==> src/rtl/aes_round_sched.sv <==
// aes_round_sched: control/scheduler for an iterative AES round datapath.
// Holds the cipher state between rounds, sequences the round index (0..NR)
// for an external combinational round datapath, and hands out the result
// with a valid/ready handshake. flush aborts the current block.
// Optional feature: define AES_ROUND_SCHED_INV_EN to add in_inv/dp_inv
// (inverse cipher: rounds count down from NR to 0).
module aes_round_sched #(
    parameter int unsigned NR = 10
) (
    input  logic         clk,
    input  logic         rst_n,
    input  logic         in_valid,
    output logic         in_ready,
    input  logic [127:0] in_data,
    output logic         out_valid,
    input  logic         out_ready,
    output logic [127:0] out_data,
    input  logic         flush,
    output logic         busy,
    output logic [127:0] dp_state,
    output logic [3:0]   dp_round,
    output logic         dp_first,
    output logic         dp_last,
    input  logic [127:0] dp_result
`ifdef AES_ROUND_SCHED_INV_EN
    ,
    input  logic         in_inv,
    output logic         dp_inv
`endif
);

    localparam logic [3:0] LP_NR = 4'(NR);

    typedef enum logic [1:0] {
        S_IDLE,
        S_RUN,
        S_DONE
    } state_t;

    state_t       r_fsm;
    state_t       w_fsm_nxt;
    logic [127:0] r_state;
    logic [3:0]   r_round;
    logic         w_inv_in;   // direction requested with the offered block
    logic         w_inv_cur;  // direction of the block in flight
    logic [3:0]   w_first_idx;
    logic [3:0]   w_last_idx;
    logic         w_is_first;
    logic         w_is_last;

`ifdef AES_ROUND_SCHED_INV_EN
    logic r_inv;

    assign w_inv_in  = in_inv;
    assign w_inv_cur = r_inv;
    assign dp_inv    = r_inv;

    // Latch the block direction at the input handshake.
    always_ff @(posedge clk or negedge rst_n) begin
        if (!rst_n) begin
            r_inv <= 1'b0;
        end else if (!flush && r_fsm == S_IDLE && in_valid) begin
            r_inv <= in_inv;
        end
    end
`else
    assign w_inv_in  = 1'b0;
    assign w_inv_cur = 1'b0;
`endif

    // Round index decode depends only on the registered round and direction.
    always_comb begin
        w_first_idx = w_inv_cur ? LP_NR : 4'd0;
        w_last_idx  = w_inv_cur ? 4'd0 : LP_NR;
        w_is_first  = (r_round == w_first_idx);
        w_is_last   = (r_round == w_last_idx);
    end

    // FSM state register.
    always_ff @(posedge clk or negedge rst_n) begin
        if (!rst_n) begin
            r_fsm <= S_IDLE;
        end else begin
            r_fsm <= w_fsm_nxt;
        end
    end

    // FSM next-state logic; flush overrides every handshake.
    always_comb begin
        w_fsm_nxt = r_fsm;
        if (flush) begin
            w_fsm_nxt = S_IDLE;
        end else begin
            unique case (r_fsm)
                S_IDLE:  if (in_valid)  w_fsm_nxt = S_RUN;
                S_RUN:   if (w_is_last) w_fsm_nxt = S_DONE;
                S_DONE:  if (out_ready) w_fsm_nxt = S_IDLE;
                default: w_fsm_nxt = S_IDLE;
            endcase
        end
    end

    // FSM outputs; in_ready drops during flush so a rejected block never
    // looks accepted to the producer.
    always_comb begin
        in_ready  = (r_fsm == S_IDLE) && !flush;
        out_valid = (r_fsm == S_DONE);
        busy      = (r_fsm != S_IDLE);
        dp_first  = (r_fsm == S_RUN) && w_is_first;
        dp_last   = (r_fsm == S_RUN) && w_is_last;
        dp_round  = r_round;
        dp_state  = r_state;
        out_data  = r_state;
    end

    // State and round registers; round is cleared whenever the block ends so
    // it reads 0 in IDLE, and it saturates at the last index (no wrap).
    always_ff @(posedge clk or negedge rst_n) begin
        if (!rst_n) begin
            r_state <= '0;
            r_round <= '0;
        end else if (flush) begin
            r_state <= '0;
            r_round <= '0;
        end else begin
            unique case (r_fsm)
                S_IDLE: begin
                    if (in_valid) begin
                        r_state <= in_data;
                        r_round <= w_inv_in ? LP_NR : 4'd0;
                    end
                end
                S_RUN: begin
                    r_state <= dp_result;
                    if (!w_is_last) begin
                        r_round <= w_inv_cur ? (r_round - 4'd1) : (r_round + 4'd1);
                    end
                end
                S_DONE: begin
                    if (out_ready) begin
                        r_round <= '0;
                    end
                end
                default: begin
                    r_round <= '0;
                end
            endcase
        end
    end

endmodule

==> config.mk <==
export PLATFORM = sky130hd
export DESIGN_NAME = aes_round_sched
export DESIGN_NICKNAME = d
export VERILOG_FILES = /design/src/rtl/aes_round_sched.sv
export SDC_FILE = /design/constraint.sdc
export NUM_CORES = 1
export LEC_CHECK = 0
export ABC_AREA = 1
export CAP_MARGIN = 20
export CORE_AREA = 2 2 206 208
export DETAILED_ROUTE_END_ITERATION = 10
export DIE_AREA = 0 0 208 210
export PLACE_DENSITY = 0.54
export SLEW_MARGIN = 20
export SYNTH_ARGS = -nofsm -noshare
export SYNTH_HDL_FRONTEND = slang
export SYNTH_SLANG_ARGS = --single-unit
==> constraint.sdc <==
create_clock -name clk -period 1.2 [get_ports clk]
set_input_delay 0.12 -clock clk [delete_from_list [all_inputs] [get_ports clk]]
set_output_delay 0.12 -clock clk [all_outputs]
set_load 0.005 [all_outputs]
==> results of run 1 <==
## routing by layer
metal | vias up | global-route usage [%] | wire, um
met2 | 406 | 29.4 | 22100
met4 | 0 | 5.89 | 1110
met5 | - | 0 | 0
met3 | 59 | 3.64 | 2460
li1 | 4804 | - | -
met1 | 4836 | 20.5 | 18400
## worst max-delay path: stages (launching register included)
cell       delay [ns]
dfrtp_1          0.38
buf_6            0.11
nor2_4           0.03
buf_6            0.11
a21oi_4          0.19
buf_12           0.19
buf_16           0.17
clkbuf_16        0.21
nand2_2          0.07
nand2_2          0.05
## per-stage QoR
stage	setup TNS [ns]	util, %
global placement	-55.17	32.2
detailed placement	-60.49	32.2
CTS	-51.38	36.9
global route	-61.95	41.4
floorplan	-0.0423	-
finish	-46.47	41.4
## final cells by class
cell class                      count  area, um^2  share of cell area [%]
Tap cell                          539         674                    3.93
Multi-Input combinational cell    816        4050                    23.6
Clock inverter                     11         148                   0.860
Clock buffer                       21         470                    2.74
Sequential cell                   134        3360                    19.6
Timing Repair Buffer              853        8370                    48.8
Inverter                           12        76.3                   0.445
Timing Repair inverter              1        11.3                  0.0656
## synthesized netlist by cell type
cell type and n:
nor2_1 13, inv_2 1, clkbuf_1 12, buf_4 128, a21oi_2 1, xnor2_1 1, ha_1 3, dfrtp_1 134
nand3_1 132, o22ai_1 1, buf_1 9, nor2_2 1, nor3_1 1, nand2_2 1, nand2_1 662, buf_2 49
inv_1 11
## worst paths after layout
path	from	slack [ns]	endpoint
worst max-delay path	r_fsm[1]	-0.39	dp_state[26]
worst min-delay path	rst_n	0.18	dp_state[12]
worst max register to register	r_fsm[1]	-0.39	dp_state[26]
worst min register to register	dp_state[68]	0.51	dp_state[68]
max in group asynchronous	rst_n	0.48	dp_state[86]
min in group clk	dp_result[70]	0.30	dp_state[70]
## sequential cells by signal (all words and copies together), names as in the netlist
signal	cells
dp_state	128
dp_round	4
r_fsm	2
## cells by family (layout without fill, tap and decap cells)
family                     Yosys count  count (layout)  synth area share, %
and+or+nand+nor                    810             810                 40.4
buffers and inverters              210             898                 16.7
DFF                                134             134                 42.1
adders and majority gates            3               3                0.472
AOI/OAI and AO/OA                    2               2                0.189
xor gates and xnor gates             1               1                0.110
## power by group through the flow
stage	Combinational, mW	Sequential [mW]	Clock, mW
after global routing	9.76	5.93	6.00
final	9.14	5.86	5.68
after floorplan	2.62	5.79	0
after detailed placement	6.19	6.00	0
after global placement	6.17	5.99	0
after CTS	7.48	5.77	5.78
## repair_timing
action,in CTS,in global routing
pin swaps,13,94
hold buffers,1,0
setup endpoints to repair,399,309
hold endpoints to repair,134,0
setup buffers,181,77
resized for setup,988,512
gates cloned,3,24
==> results.toml, run 1 <==
[run_status]
outcome = "finished with violations"
violations = "setup timing"

[global_routing]
overflow = 0
grt_pass1_vias = 9700
antenna_found_initial = 2
grt_pass1_wl_um = 56700
grtUsageTotal_pct = 16.9
grt_max_degree = 68

[route]
vias = 10105
routed_via_density = 4.23
wl_per_cell_um = 18.4
ant_nets = 0
totalWireLength_um = 44000
drtIter0Drc = 609
route.detailed.drc = 0
drtPass1Iterations = 5

[final_layout]
num-fill-cells = 4234
antenna_cells = 0
final_common_cell = "nand2_1"
nNetsFinal = 2099
area_delta_synth_final_pct = 116
final_area_um2 = 17200
fin_cells = 2387
drive_gt1_share_pct = 43.6
mostFrequentLayoutCells = "492 x nand2_1, 259 x clkdlybuf4s50_1, 251 x buf_6, 132 x buf_4, 131 x nand3_1"

[yosys]
netlist_area_um2 = 7960
synth.area.top_cells = "dfrtp_1 42%, nand2_1 31%, buf_4 12%"
synth-warning-count = 0
synthCells = 1160
yosysUniqueCellTypes = 17
yosysTopAreaCell = "dfrtp_1"
ys_seq_elements = 134
yosysTopAreaCellShare_pct = 42.1
synth_area_per_cell_um2 = 6.86
ys_seq_area_share_pct = 42.1
synth_nets = 1424

[floorplan]
die_area_um2 = 43700
coreArea_um2 = 41500
die_x_um = 208
start_util_pct = 19.2
ios = 526
fp-row-count = 75
dieHeight_um = 210

[sta]
drv_slew = 0
hold_slack_ns = 0.178
finalHoldViolations = 0
timing.final.crit_share_pct = 132
finalSetupViolCount = 177
fmax_mhz = 630
min_period_ns = 1.59
worst_pin_slew_ns = 0.394
setup_slack_ns = -0.388
max-slew-margin-rel_pct = 73.7
fin_worst_skew_ns = 0.0105
rsz0062_at_grt = "true"

[power]
peakVddDrop_mv = 0.801
clkPwrFrac_pct = 27.5
powerDensity_nw_per_um2 = 1200
finalPower_mw = 20.7
pwr-share-seq_pct = 28.3
pwr-share-comb_pct = 44.2
p_switching_mw = 6.70
internal-power_mw = 14.0
p_leak_nw = 9.27
swShare_pct = 32.4

[setup_path]
r2r.worst_path.cells = 9
cp_max_fo = 8
critical_path_arrival_ns = 1.97
cp.required_ns = 1.58
critPathLaunchType = "register"
endpoint_kind = "register"
criticalPathCategory = "register to register"

[run]
drv_cap = 0

[cts]
htree_levels = 4
clkTransAtPathRegs_ns = 0.06
ctsRootBufferMaster = "clkbuf_16"
cts.sinks = 134
cts-buffers-inserted = 17
clock_path_buffers = 2
insertion_delay_ns = 0.44
cts_tree = "yes"

[placement]
place_ws_ns = -0.478
dp_hpwl_um = 25600
routabilityCongestion = 0.844
placed_area_um2 = 13400
post-place-cells = 2098
port_buffers = 525

[worst_hold_path]
holdCritPathClass = "input port to async pin"
Power figures use the tool's default switching activity.
==> run 2: changes to the inputs <==
Settings changed: CAP_MARGIN 20 to not set.
==> results of run 2 <==
Final layout, timing and power as in run 1 (identical DEF).
